===== config.mk =====
export PLATFORM = sky130hd
export DESIGN_NAME = speed_pi_controller_flat
export DESIGN_NICKNAME = d
export VERILOG_FILES = /design/src/rtl/speed_ctrl_pkg.sv /design/src/rtl/speed_pi_controller_if.sv /design/src/rtl/pi_datapath.sv /design/src/rtl/speed_pi_controller.sv /design/src/flat_wrapper.sv
export SDC_FILE = /design/constraint.sdc
export NUM_CORES = 1
export LEC_CHECK = 0
export BUFFER_PORTS_ARGS = -buffer_cell sky130_fd_sc_hd__buf_4
export CAP_MARGIN = 20
export CELL_PAD_IN_SITES_DETAIL_PLACEMENT = 1
export CELL_PAD_IN_SITES_GLOBAL_PLACEMENT = 1
export CORE_UTILIZATION = 50
export CTS_BUF_LIST = sky130_fd_sc_hd__clkbuf_8
export CTS_CLUSTER_DIAMETER = 60
export CTS_CLUSTER_SIZE = 8
export DETAILED_ROUTE_END_ITERATION = 8
export MAX_ROUTING_LAYER = met4
export PLACE_DENSITY_LB_ADDON = 0.1
export SLEW_MARGIN = 15
export SYNTH_ARGS = -nofsm -noshare
export SYNTH_HDL_FRONTEND = slang
export SYNTH_HIERARCHICAL = 1
export SYNTH_SLANG_ARGS = --single-unit

===== constraint.sdc =====
create_clock -name clock -period 8.6 [get_ports clock]
set_input_delay 0.86 -clock clock [delete_from_list [all_inputs] [get_ports clock]]
set_output_delay 0.86 -clock clock [all_outputs]
set_load 0.005 [all_outputs]

===== src/rtl/speed_ctrl_pkg.sv =====
// Shared types, widths and the saturating helper for the speed PI controller.
package speed_ctrl_pkg;

   typedef enum logic [2:0] {
      IDLE = 3'd0,
      WAIT = 3'd1,
      ERR  = 3'd2,
      MUL  = 3'd3,
      ACC  = 3'd4,
      OUT  = 3'd5
   } state_t;

   localparam int ERR_W   = 17;  // setpoint - sample, both 16-bit unsigned
   localparam int PROD_W  = 26;  // 8-bit gain times 17-bit error
   localparam int SUM_W   = 27;  // product plus integrator
   localparam int CLAMP_W = 32;  // common width for all saturating compares

   // Saturate a signed value into [lo, hi].
   function automatic logic signed [CLAMP_W-1:0] clamp_s(
      input logic signed [CLAMP_W-1:0] value,
      input logic signed [CLAMP_W-1:0] lo,
      input logic signed [CLAMP_W-1:0] hi
   );
      if (value < lo) begin
         return lo;
      end
      if (value > hi) begin
         return hi;
      end
      return value;
   endfunction

endpackage


===== src/rtl/speed_pi_controller_if.sv =====
// Register-side and tachometer/PWM-side signals of the speed PI controller.
interface speed_pi_controller_if;

   logic        enable;
   logic        sample_valid;
   logic [31:0] sample_count;
   logic [15:0] setpoint;
   logic [7:0]  kp;
   logic [7:0]  ki;
   logic [7:0]  duty;
   logic        duty_valid;
   logic        busy;
   logic        saturated;
   logic        overrun;

   // The environment (processor registers and tachometer) drives the controller.
   modport master (
      output enable, sample_valid, sample_count, setpoint, kp, ki,
      input  duty, duty_valid, busy, saturated, overrun
   );

   // The controller consumes samples and produces the duty command.
   modport slave (
      input  enable, sample_valid, sample_count, setpoint, kp, ki,
      output duty, duty_valid, busy, saturated, overrun
   );

endinterface


===== src/rtl/pi_datapath.sv =====
// Error, product, integrator and duty registers of the PI loop; each stage
// advances only when the controlling FSM raises its enable.
module pi_datapath
   import speed_ctrl_pkg::*;
#(
   parameter int FRAC_BITS = 4,
   parameter int INT_WIDTH = 24,
   parameter int INT_LIMIT = 1048575,
   parameter int DUTY_MAX  = 255
) (
   input  logic        clock,
   input  logic        system_reset,
   input  logic        clear_i,
   input  logic        latch_en_i,
   input  logic        err_en_i,
   input  logic        mul_en_i,
   input  logic        acc_en_i,
   input  logic [31:0] sample_count_i,
   input  logic [15:0] setpoint_i,
   input  logic [7:0]  kp_i,
   input  logic [7:0]  ki_i,
   output logic [7:0]  duty_o,
   output logic        saturated_o
);

   localparam logic signed [CLAMP_W-1:0] INT_HI     = CLAMP_W'(INT_LIMIT);
   localparam logic signed [CLAMP_W-1:0] INT_LO     = -INT_HI;
   localparam logic signed [CLAMP_W-1:0] DUTY_HI    = CLAMP_W'(DUTY_MAX);
   localparam logic [7:0]                DUTY_MAX_8 = 8'(DUTY_MAX);

   logic        [15:0]          sample_q, sample_d;
   logic signed [ERR_W-1:0]     err_q, err_d;
   logic signed [PROD_W-1:0]    p_q, p_d;
   logic signed [PROD_W-1:0]    inc_q, inc_d;
   logic signed [INT_WIDTH-1:0] integ_q, integ_d;
   logic        [7:0]           duty_q, duty_d;
   logic                        sat_q, sat_d;

   logic signed [PROD_W-1:0]    err_ext;
   logic signed [CLAMP_W-1:0]   integ_sum;
   logic signed [CLAMP_W-1:0]   duty_wide;
   logic signed [SUM_W-1:0]     pi_sum;
   logic signed [SUM_W-1:0]     pi_shifted;
   logic                        err_pos, err_neg, hold;

   // Next values for every pipeline stage, computed from the current registers.
   always_comb begin
      // NOTE: integ_d gets its hold value first so the conditional update below
      // cannot leave it unassigned on any path (which would infer a latch).
      integ_d    = integ_q;

      sample_d   = (|sample_count_i[31:16]) ? 16'hFFFF : sample_count_i[15:0];
      err_d      = $signed({1'b0, setpoint_i}) - $signed({1'b0, sample_q});

      err_ext    = PROD_W'(err_q);
      p_d        = PROD_W'($signed({1'b0, kp_i})) * err_ext;
      inc_d      = PROD_W'($signed({1'b0, ki_i})) * err_ext;

      // Anti-windup: freeze the integrator while it would push further into
      // the rail the duty is already pinned against.
      err_neg    = err_q[ERR_W-1];
      err_pos    = !err_q[ERR_W-1] && (err_q != '0);
      hold       = sat_q && ((duty_q == DUTY_MAX_8 && err_pos) ||
                             (duty_q == 8'd0 && err_neg));
      integ_sum  = CLAMP_W'(integ_q) + CLAMP_W'(inc_q);
      if (!hold) begin
         integ_d = INT_WIDTH'(clamp_s(integ_sum, INT_LO, INT_HI));
      end

      // Duty is formed from the freshly updated integrator in the same stage.
      pi_sum     = SUM_W'(p_q) + SUM_W'(integ_d);
      pi_shifted = pi_sum >>> FRAC_BITS;
      duty_wide  = clamp_s(CLAMP_W'(pi_shifted), '0, DUTY_HI);
      duty_d     = 8'(duty_wide);
      sat_d      = (duty_wide != CLAMP_W'(pi_shifted));
   end

   // Stage registers; leaving the loop (clear_i) discards everything in flight.
   always_ff @(posedge clock) begin
      // NOTE: non-blocking assignments so every stage samples the values that
      // existed before this edge, independent of statement order.
      if (system_reset || clear_i) begin
         sample_q <= '0;
         err_q    <= '0;
         p_q      <= '0;
         inc_q    <= '0;
         integ_q  <= '0;
         duty_q   <= '0;
         sat_q    <= 1'b0;
      end else begin
         if (latch_en_i) begin
            sample_q <= sample_d;
         end
         if (err_en_i) begin
            err_q <= err_d;
         end
         if (mul_en_i) begin
            p_q   <= p_d;
            inc_q <= inc_d;
         end
         if (acc_en_i) begin
            integ_q <= integ_d;
            duty_q  <= duty_d;
            sat_q   <= sat_d;
         end
      end
   end

   assign duty_o      = duty_q;
   assign saturated_o = sat_q;

endmodule


===== src/rtl/speed_pi_controller.sv =====
// Closed-loop speed controller: sequences one PI update per tachometer sample
// and publishes the resulting PWM duty with a one-cycle valid strobe.
module speed_pi_controller
   import speed_ctrl_pkg::*;
#(
   parameter int FRAC_BITS = 4,
   parameter int INT_WIDTH = 24,
   parameter int INT_LIMIT = 1048575,
   parameter int DUTY_MAX  = 255
) (
   input  logic                 clock,
   input  logic                 system_reset,
   speed_pi_controller_if.slave bus
);

   state_t state_q, state_d;
   logic   latch_en, err_en, mul_en, acc_en;
   logic   busy;
   logic   duty_valid_q, duty_valid_d;
   logic   overrun_q, overrun_d;
   logic   [7:0] duty;
   logic   saturated;

   // State and strobe registers.
   always_ff @(posedge clock) begin
      if (system_reset) begin
         state_q      <= IDLE;
         duty_valid_q <= 1'b0;
         overrun_q    <= 1'b0;
      end else begin
         state_q      <= state_d;
         duty_valid_q <= duty_valid_d;
         overrun_q    <= overrun_d;
      end
   end

   // Next state and datapath stage enables; dropping enable overrides all.
   always_comb begin
      state_d  = state_q;
      latch_en = 1'b0;
      err_en   = 1'b0;
      mul_en   = 1'b0;
      acc_en   = 1'b0;

      case (state_q)
         IDLE: if (bus.enable) state_d = WAIT;
         WAIT: begin
            if (bus.sample_valid) begin
               latch_en = 1'b1;
               state_d  = ERR;
            end
         end
         ERR: begin
            err_en  = 1'b1;
            state_d = MUL;
         end
         MUL: begin
            mul_en  = 1'b1;
            state_d = ACC;
         end
         ACC: begin
            acc_en  = 1'b1;
            state_d = OUT;
         end
         OUT:     state_d = WAIT;
         default: state_d = IDLE;
      endcase

      if (!bus.enable) begin
         state_d  = IDLE;
         latch_en = 1'b0;
         err_en   = 1'b0;
         mul_en   = 1'b0;
         acc_en   = 1'b0;
      end

      busy         = (state_q == ERR) || (state_q == MUL) ||
                     (state_q == ACC) || (state_q == OUT);
      // The duty register loads in ACC, so the strobe lands with it in OUT.
      duty_valid_d = acc_en;
      overrun_d    = bus.sample_valid && busy;
   end

   pi_datapath #(
      .FRAC_BITS (FRAC_BITS),
      .INT_WIDTH (INT_WIDTH),
      .INT_LIMIT (INT_LIMIT),
      .DUTY_MAX  (DUTY_MAX)
   ) u_datapath (
      .clock          (clock),
      .system_reset   (system_reset),
      .clear_i        (!bus.enable),
      .latch_en_i     (latch_en),
      .err_en_i       (err_en),
      .mul_en_i       (mul_en),
      .acc_en_i       (acc_en),
      .sample_count_i (bus.sample_count),
      .setpoint_i     (bus.setpoint),
      .kp_i           (bus.kp),
      .ki_i           (bus.ki),
      .duty_o         (duty),
      .saturated_o    (saturated)
   );

   assign bus.duty       = duty;
   assign bus.saturated  = saturated;
   assign bus.duty_valid = duty_valid_q;
   assign bus.overrun    = overrun_q;
   assign bus.busy       = busy;

endmodule


===== src/flat_wrapper.sv =====
// flat-port wrapper written by rule: the top's interface ports become plain ports
module speed_pi_controller_flat import speed_ctrl_pkg::*;
#(
   parameter int FRAC_BITS = 4,
   parameter int INT_WIDTH = 24,
   parameter int INT_LIMIT = 1048575,
   parameter int DUTY_MAX  = 255
)
  (clock, system_reset, bus_enable, bus_sample_valid, bus_sample_count, bus_setpoint, bus_kp, bus_ki, bus_duty, bus_duty_valid, bus_busy, bus_saturated, bus_overrun);
  speed_pi_controller_if bus_i ();
  input  logic clock;
  input  logic system_reset;
  input wire logic [$bits(bus_i.enable)-1:0] bus_enable;
  input wire logic [$bits(bus_i.sample_valid)-1:0] bus_sample_valid;
  input wire logic [$bits(bus_i.sample_count)-1:0] bus_sample_count;
  input wire logic [$bits(bus_i.setpoint)-1:0] bus_setpoint;
  input wire logic [$bits(bus_i.kp)-1:0] bus_kp;
  input wire logic [$bits(bus_i.ki)-1:0] bus_ki;
  output wire logic [$bits(bus_i.duty)-1:0] bus_duty;
  output wire logic [$bits(bus_i.duty_valid)-1:0] bus_duty_valid;
  output wire logic [$bits(bus_i.busy)-1:0] bus_busy;
  output wire logic [$bits(bus_i.saturated)-1:0] bus_saturated;
  output wire logic [$bits(bus_i.overrun)-1:0] bus_overrun;
  assign bus_i.enable = bus_enable;
  assign bus_i.sample_valid = bus_sample_valid;
  assign bus_i.sample_count = bus_sample_count;
  assign bus_i.setpoint = bus_setpoint;
  assign bus_i.kp = bus_kp;
  assign bus_i.ki = bus_ki;
  assign bus_duty = bus_i.duty;
  assign bus_duty_valid = bus_i.duty_valid;
  assign bus_busy = bus_i.busy;
  assign bus_saturated = bus_i.saturated;
  assign bus_overrun = bus_i.overrun;
  speed_pi_controller #(.FRAC_BITS(FRAC_BITS), .INT_WIDTH(INT_WIDTH), .INT_LIMIT(INT_LIMIT), .DUTY_MAX(DUTY_MAX)) u_core (.clock(clock), .system_reset(system_reset), .bus(bus_i));
endmodule

==> reports/results.txt <==
initial antenna violation count: 0
Total Neg Setup Slack: 0 ns
Root Driver: clkbuf_8
wirelength, routed: 54.4 mm
Final nets: 2677
Arrival @ worst endpoint: 8.12 ns
Avg Vias per Cell: 5.74
Tmin final: 7.79 ns
LEAKAGE: 9.59 nW
Avg WL per Cell: 20.2 um
EDFF count, synth: 0
Pwr Density: 62.6 nW/um^2
Relative slew margins: 0.333
Syn-to-layout area delta: 7.33%
dpl ws: 0.934 ns
starting density of the core: 0.510
hold_ws: 0.481 ns
port bufs: 79
maxcap violations: 0
Final Hold Fails: 0
crit path max fanout: 17
share of layout cells above drive strength 1: 0.0820
Worst-path clk slew: 0.09 ns
Synth Net Count: 2654
H-Tree Depth: 4
most frequent cell after synthesis: inv_1
die area: 37100 sq um
count of cell types in the netlist: 85
RePlAce Congestion: 0.908
FF/Latch Area: 2460 sq um
DR WL met3: 1.93 mm
post-CTS setup buffers: 0
Post-CTS Hold Buffers: 0
CP startpoint kind: flip-flop
Antenna Nets Post-Route: 0
Filler cells: 4347
clock sinks: 123
Starting DRT DRC Count: 786
post-DP HPWL: 43.1 mm
drt pass-1 iters: 4
IO Pins: 80
clock latency on the worst-skew pair: 0.47 ns
status: completed
maximum clock frequency: 128 MHz
Core Region: 35700 sq um
std cell rows: 69
area occupied by multi-input gates: 14100 sq um
crit end category: flip-flop
CTS tree: yes
Synth warnings: 6
Worst-Margin Slew: 1.00 ns
leading post-synthesis cells by cell area: fa_1, dfxtp_1, ha_1
residual DRC count: 0
Tcrit/Tclk final: 0.906
Die X: 193 um
Post-synth ARST share: 0
largest area contributor in the netlist: fa_1
Main synth FF type: dfxtp_1
largest net degree at the start of global routing: 86
met2 wire length: 27.2 mm
total CTS buffers: 17
post-cts sizing count: 0
#FFs+latches synth: 123
Max IR drop VDD: 0.0000872 V
commonest cells in the synthesized netlist: inv_1, fa_1, nand2_1, and2_1, ha_1
CTS max path bufs: 2
DRT met1 WL: 23.7 mm
vias in the first global route: 17000
Mapped Cells: 2197
gr ovfl total: 0
Syn Area/Cell: 8.28 sq um
PnR worst setup slack: 0.807 ns
clk_skew: 0.0186 ns
Crit Path Class: flip-flop to flip-flop
reg2reg setup slack: 0.81 ns
Finish-stage setup viols: 0
share of the synthesized area in the top cell type: 0.240
Pins Over Slew Limit: 0
RSZ-0062 raised after global routing: false
critical path required time: 8.93 ns
via count: 15500
Vert. Die Dim: 193 um
Seq/Total Area, Yosys: 0.135
Netlist Area Pre-Place: 18200 sq um
Top Layer Used: met4
global-route usage over all layers: 0.319
min-delay worst type: flip-flop to flip-flop
first-pass GRT wire length: 88.9 mm
==> through the flow <==
stage	total power, W	utilization	instances	area, sq um
2_1_floorplan	0.000648	-	2197	18200
3_3_place_gp	0.000701	0.536	2662	19100
6_report	0.00122	0.547	2695	19500
4_1_cts	0.00124	0.547	2694	19500
5_1_grt	0.00127	0.547	2694	19500
3_5_place_dp	0.000705	0.536	2662	19100
==> per-layer routing <==
| metal | up-vias | track usage |
|---|---|---|
| met1 | 7850 | 0.387 |
| met5 | - | - |
| met2 | 285 | 0.549 |
| met4 | 0 | 0.103 |
| met3 | 80 | 0.0389 |
| li1 | 7261 | - |
==> worst paths after layout <==
check | start | endpoint | cells past startpoint
max | u_core/u_datapath/integ_q[7]$_SDFFE_PP0P_ | u_core/u_datapath/duty_o[4]$_SDFFE_PP0P_ | 25
min | u_core/u_datapath/inc_q[0]$_SDFFE_PP0P_ | u_core/u_datapath/inc_q[0]$_SDFFE_PP0P_ | 2
max reg2reg | u_core/u_datapath/integ_q[7]$_SDFFE_PP0P_ | u_core/u_datapath/duty_o[4]$_SDFFE_PP0P_ | 25
min reg2reg | u_core/u_datapath/inc_q[0]$_SDFFE_PP0P_ | u_core/u_datapath/inc_q[0]$_SDFFE_PP0P_ | 2
==> final cells by class <==
type,instances,share of cell area
antenna,1,0.000128
clock buffer,17,0.0120
clock inverter,15,0.00795
inverter,331,0.0637
multi-input combinational,1650,0.723
sequential,123,0.126
tap,461,0.0296
timing repair buffer,97,0.0373
==> cells in the final DEF, fill, tap and decap left out, types with 30 or more instances in the layout <==
master and count:
inv_1 330, fa_1 218, nand2_1 197, and2_1 188
ha_1 171, nor2_1 147, dfxtp_1 123, a21oi_1 118
buf_4 97, o21ai_0 78, xnor2_1 56, a21o_1 47
mux2i_1 39, nor3_1 36, nand3_1 30
==> state kept, by name, indices dropped and copies added (netlist names) <==
name,cells
u_core/u_datapath/duty_o,8
u_core/u_datapath/inc_q,26
u_core/u_datapath/err_q,17
u_core/state_q,3
u_core/bus.overrun,1
u_core/u_datapath/sample_q,16
u_core/u_datapath/integ_q,24
u_core/bus.duty_valid,1
u_core/u_datapath/saturated_o,1
u_core/u_datapath/p_q,26
==> worst max-delay path: stages, from the launching register on <==
cell      delay (ns)
dfxtp_1         0.36
ha_1            0.47
a21oi_1         0.10
o21ai_0         0.58
nand2b_1        0.11
a31oi_1         0.21
xor2_1          0.11
a2111o_1        0.39
or4_4           0.53
nand3_1         0.14
and2_1          0.61
a21oi_1         0.09
mux2_2          0.31
ha_1            0.38
a21o_1          0.19
a21o_1          0.17
a211oi_1        0.49
o21ai_0         0.22
a21o_1          0.22
a21o_1          0.22
and2_1          0.20
a211o_4         0.30
o311ai_0        0.30
nand4_1         0.19
nor4b_4         0.60
a21oi_1         0.16
==> report_power, final <==
part           switching, W  internal [W]  leakage (nW)
clock network      0.000292      0.000238         0.186
logic             0.0000727     0.0000461          8.41
registers        0.00000246      0.000571         0.991
total              0.000367      0.000855          9.59
==> cells by family after synthesis <==
| group | after synthesis | share of synthesized area |
|---|---|---|
| AND/OR/NAND/NOR | 733 | 0.206 |
| buffers and inverters | 424 | 0.0889 |
| AO/OA/AOI/OAI | 408 | 0.150 |
| adder cells (fa/ha/maj) | 389 | 0.358 |
| flip-flops | 123 | 0.135 |
| XOR/XNOR | 76 | 0.0366 |
| multiplexers | 44 | 0.0246 |
Power figures use the tool's default switching activity.
